<file path="src/rtl/sysid_checker_timer.sv">
// Stall counter: counts enabled cycles and flags the one that reaches TIMEOUT.
module sysid_checker_timer #(
    parameter int unsigned TIMEOUT = 255
) (
    input  logic clk_i,
    input  logic rst_ni,
    input  logic en_i,
    input  logic clr_i,
    output logic expire_o
);

    logic [15:0] count_q, count_d;

    // Clear wins over count so a new read always starts from zero.
    always_comb begin
        count_d = count_q;
        if (clr_i) begin
            count_d = '0;
        end else if (en_i) begin
            count_d = count_q + 16'd1;
        end
    end

    // Counter register.
    always_ff @(posedge clk_i or negedge rst_ni) begin
        if (!rst_ni) begin
            count_q <= '0;
        end else begin
            count_q <= count_d;
        end
    end

    // Expire on the TIMEOUT-th stalled cycle so read is up for exactly TIMEOUT stalls.
    assign expire_o = en_i && !clr_i && (count_q == 16'(TIMEOUT - 1));

endmodule

</file>
<file path="config.mk">
export PLATFORM = sky130hd
export DESIGN_NAME = sysid_checker_timer
export DESIGN_NICKNAME = d
export VERILOG_FILES = /design/src/rtl/sysid_checker_timer.sv
export SDC_FILE = /design/constraint.sdc
export NUM_CORES = 1
export LEC_CHECK = 0
export CORE_MARGIN = 4
export CORE_UTILIZATION = 27
export CTS_CLUSTER_DIAMETER = 30
export DETAILED_ROUTE_END_ITERATION = 10
export DONT_BUFFER_PORTS = 1
export PLACE_DENSITY_LB_ADDON = 0.3
export SYNTH_ARGS = -nofsm -noshare
export SYNTH_HDL_FRONTEND = slang
export SYNTH_SLANG_ARGS = --single-unit
</file>
<file path="constraint.sdc">
create_clock -name clk_i -period 2.2 [get_ports clk_i]
set_input_delay 0.44 -clock clk_i [delete_from_list [all_inputs] [get_ports clk_i]]
set_output_delay 0.44 -clock clk_i [all_outputs]
set_load 0.01 [all_outputs]
</file>
Yosys cells after proc, flatten, opt, wreduce, memory -nomap -nowiden
Cells that the tools add are included.
{"block": "totals", "ff_bits": 16, "in_bits": 4, "output_inout_bits": 1, "word_cells": 9}
{"block": "classes", "n_addsub": 1, "n_eq_ne": 1, "mux": 2, "n_reduce_logical": 4}
{"operator": "two-way mux 16 bit", "n": 2}
{"operator": "adder 16 x 1 -> 16 bit, second input constant", "n": 1}
{"operator": "equality test 16 x 8 -> 1 bit, second input constant", "n": 1}
{"operator": "logical AND 1 bit", "n": 2}
{"operator": "nonzero test 2 bit", "n": 1}
{"operator": "logical NOT 1 bit", "n": 1}

Longest topological paths before layout
{"block": "depth", "word_depth": 3, "depth_mapped": 6, "depth_no_buf": 5}

Worst setup path before layout
No wires, ideal clock.
{"block": "synth_timing", "path_kind": "input port to output port", "startpoint": "input en_i", "endpoint": "output expire_o", "t_arrival_ps": 1260, "required_time_ps": 1760, "slack_ps": 500, "stages": 5, "n_path_buf": 2, "cell_sequence": "buf_4 -> and4_4 -> buf_6 -> nand2_1 -> nor3_1"}
{"block": "synth_via", "elab_chain_cells": 2}
{"element": "start: declaration", "line_no": "7", "text": "input logic en_i,"}
{"element": "logical AND 1 bit (2 in a row)", "line_no": "34", "text": "assign expire_o = en_i && !clr_i && (count_q == 16'(TIMEOUT - 1));"}
{"element": "end: declaration", "line_no": "9", "text": "output logic expire_o"}
Every way passes these cells.

Worst setup path in the final report
{"block": "layout_timing", "startpoint": "register count_q[0]", "endpoint": "output expire_o"}
{"block": "layout_via", "elab_chain_cells": 2}
{"element": "start: declaration", "line_no": "12", "text": "logic [15:0] count_q, count_d;"}
{"element": "start signal: assignment", "line_no": "29", "text": "count_q <= count_d;"}
{"element": "equality test 16 x 8 -> 1 bit", "line_no": "34"}
{"element": "logical AND 1 bit", "line_no": "34"}
Every way passes these cells.

==> flow_summary.ini <==
[clock_tree]
clk_latency_ns = 0.28
cts.sinks = 16
clkTransAtPathRegs_ns = 0.09
clock_tree.buffer_depth = 2
cts_setup_buffers = 0
root_buffer = clkbuf_4
cts_buffers = 3
h-tree-depth = 1
tritoncts = yes

[worst_setup_path]
cpPeakStageDelay_ns = 0.43
end_kind = output pin
r2r_end = count_q[15]
cp.required_ns = 1.76
r2r_setup_slack_ns = 0.74
reg2reg_from = count_q[5]
slowest_stage = dfrtp_1
crit_path_cell_trace = inv_1 -> ha_1 -> nor4b_1 -> nand2_1 -> nor3_2
critical_path.top_delay_family = simple AND/OR/NAND/NOR gates
critPathMaxFanout = 4
crit_path_start_kind = flop
cp_num_buf_inv = 1
arrival_ns = 1.50
criticalPathCategory = flop to output pin
r2r_cells = 4

[outcome]
status = finished clean

[synthesis]
ys_warn_count = 0
yosysUniqueCellTypes = 28
synth-simple-area-share_pct = 28.59
synth_nets = 94
syn_inst = 88
muxShareOfSynthArea_pct = 3.048
avgSynthCellArea_sq_um = 9.796
synth_top_family_by_area = simple AND/OR/NAND/NOR gates
synth_fa_ha_area_share_pct = 2.903
ys_seq_elements = 16
ys_seq_area_share_pct = 46.44
synth_compound_area_share_pct = 2.032
synth_area_sq_um = 862.1
synth-xor-area-share_pct = 12.19

[layout]
final_cell_mix = 16 x dfrtp_1, 15 x nor2_1, 11 x xor2_1
multiInputGateArea_sq_um = 425.4
largest_reg_flops = 16
antenna_cells = 0
area_growth_pct = 7.983
largest-register = count_q
nFillCells = 341
final_common_cell = dfrtp_1
top_regs = count_q (16)
drive_above_1_share_pct = 10.34
ff_latch_area_sq_um = 400.4
fin_nets = 94

[sta]
rsz0062_at_grt = no
setup_viol = 0
period_share_pct = 88.13
finalSetupTns_ns = 0
max_freq_ghz = 0.5158
min_period_ns = 1.939
whs_ns = 0.2117
fin_skew_ns = 0.002867
drv_slew = 0
hold_viol = 0
worst_pin_slew_ns = 0.7281
relSlewSlack_pct = 51.30

[global_route]
gr-usage-met2_pct = 11.60
use_met1_pct = 11.21
grt_max_degree = 19
met3_usage_pct = 1.906
grt_pass1_vias = 586
grt_overflow_total = 0
busiest_layer = met2
grt_pass1_wl_microns = 2642
antenna_found_initial = 0
gr-usage-all-layers_pct = 7.943

[route]
vias = 582
wire_per_inst_microns = 10.78
postRouteAntennaNets = 0
first_pass_iters = 4
first_iter_violations = 65
viasPerCell = 4.443
detail_route.wirelength_microns = 1412
drcViolationCount = 0

[die]
die_w_microns = 64.51
start_util_pct = 28.24
rows = 20
ios = 5
dieHeight_microns = 64.51
coreArea_sq_mm = 0.003053
fp.dieArea_sq_mm = 0.004161

[pwr]
swShare_pct = 20.93
p_int_w = 0.0004078
power.switching_w = 0.0001079
p_per_area_mw_per_mm2 = 554.0
pwr-share-clk_pct = 36.8
vdd_ir_drop_max_uv = 148.7
p_leak_nw = 0.4108
p_comb_share_pct = 4.6
seq_power_share_pct = 58.6

[flow_run]
cap_violations = 0

[placed_design]
place_congestion = 0.6675
dp.final_hpwl_microns = 994.8
numPortBuffers = 0

[hold_path]
holdPathEnd = count_q[13]
hp-start = clr_i
min_path_cells = 1
hp-class = input port to flop
-- power by group through the flow --
stage	clock, W	sequential, W	combinational, W
floorplan	0	0.000307	0.0000209
global placement	0	0.000308	0.0000173
detailed placement	0	0.000308	0.0000166
CTS	0.000202	0.000302	0.0000243
global route	0.000218	0.000303	0.0000284
finish	0.000190	0.000302	0.0000235
-- per-stage QoR --
step | setup slack [ns] | instance area (sq um) | std cells | util (%) | power [W]
2_1_floorplan | 0.5002 | 862.1 | 88 | - | 0.0003280
3_3_place_gp | 0.4891 | 879.6 | 126 | 28.81 | 0.0003250
3_5_place_dp | 0.4775 | 879.6 | 126 | 28.81 | 0.0003248
4_1_cts | 0.1433 | 925.9 | 131 | 30.33 | 0.0005281
5_1_grt | 0.04788 | 930.9 | 131 | 30.49 | 0.0005500
6_report | 0.2612 | 930.9 | 131 | 30.49 | 0.0005157
-- metal layers --
| layer | vias to the layer above | part of all wire, % |
|---|---|---|
| li1 | 296 | - |
| met1 | 274 | 48 |
| met2 | 10 | 47 |
| met3 | 2 | 3.9 |
| met4 | 0 | 1.1 |
| met5 | - | 0 |
-- worst register-to-register path, cell delays in order, from the launching register on --
cell and delay [ns]:
dfrtp_1 0.40, and3_1 0.33, and3_1 0.21, nand3_1 0.11, mux2_4 0.30
-- cell families after synthesis --
family	count (synthesis)
and+or+nand+nor	46
DFF	16
xor gates and xnor gates	12
buffers and inverters	7
AOI/OAI and AO/OA	3
muxes	2
adders and majority gates	2
-- Yosys cell counts --
| cell type | count | share of area (%) |
|---|---|---|
| a211oi_1 | 1 | 0.87 |
| a21oi_1 | 1 | 0.58 |
| and2_1 | 2 | 1.5 |
| and3_1 | 4 | 2.9 |
| and4_1 | 1 | 1.0 |
| and4_4 | 1 | 1.3 |
| buf_4 | 2 | 1.7 |
| buf_6 | 1 | 1.3 |
| clkbuf_1 | 3 | 1.3 |
| dfrtp_1 | 16 | 46 |
| ha_1 | 2 | 2.9 |
| inv_1 | 1 | 0.43 |
| mux2_2 | 1 | 1.3 |
| mux2_4 | 1 | 1.7 |
| nand2_1 | 5 | 2.2 |
| nand2b_1 | 1 | 0.73 |
| nand3_1 | 4 | 2.3 |
| nand3_2 | 1 | 1.2 |
| nand4_1 | 6 | 4.4 |
| nor2_1 | 15 | 6.5 |
| nor2b_1 | 2 | 1.5 |
| nor3_1 | 1 | 0.58 |
| nor4b_1 | 1 | 1.0 |
| o21ai_0 | 1 | 0.58 |
| or3_1 | 1 | 0.73 |
| or4_1 | 1 | 0.87 |
| xnor2_1 | 1 | 1.0 |
| xor2_1 | 11 | 11 |
-- how the worst max path moves through the flow --
stage | start | end | slack (ns) | cells past startpoint
floorplan | en_i | expire_o | 0.50 | 5
detailed placement | count_q[0] | expire_o | 0.48 | 5
finish | count_q[0] | expire_o | 0.26 | 5
global route | count_q[0] | expire_o | 0.05 | 5
global placement | count_q[0] | expire_o | 0.49 | 5
CTS | count_q[0] | expire_o | 0.14 | 5
-- final cells by class --
type | instances | area share, %
Timing Repair Buffer | 1 | 1.075
Multi-Input combinational cell | 65 | 45.70
Sequential cell | 16 | 43.01
Inverter | 1 | 0.4032
Tap cell | 44 | 5.914
Clock buffer | 4 | 3.898
-- repair_timing --
item / in CTS / in global routing
resized for setup: 0 / 1
hold endpoints to repair: 16 / 0
hold buffers: 1 / 0
endpoints found under the setup margin: 0 / 1
Power figures use the tool's default switching activity.
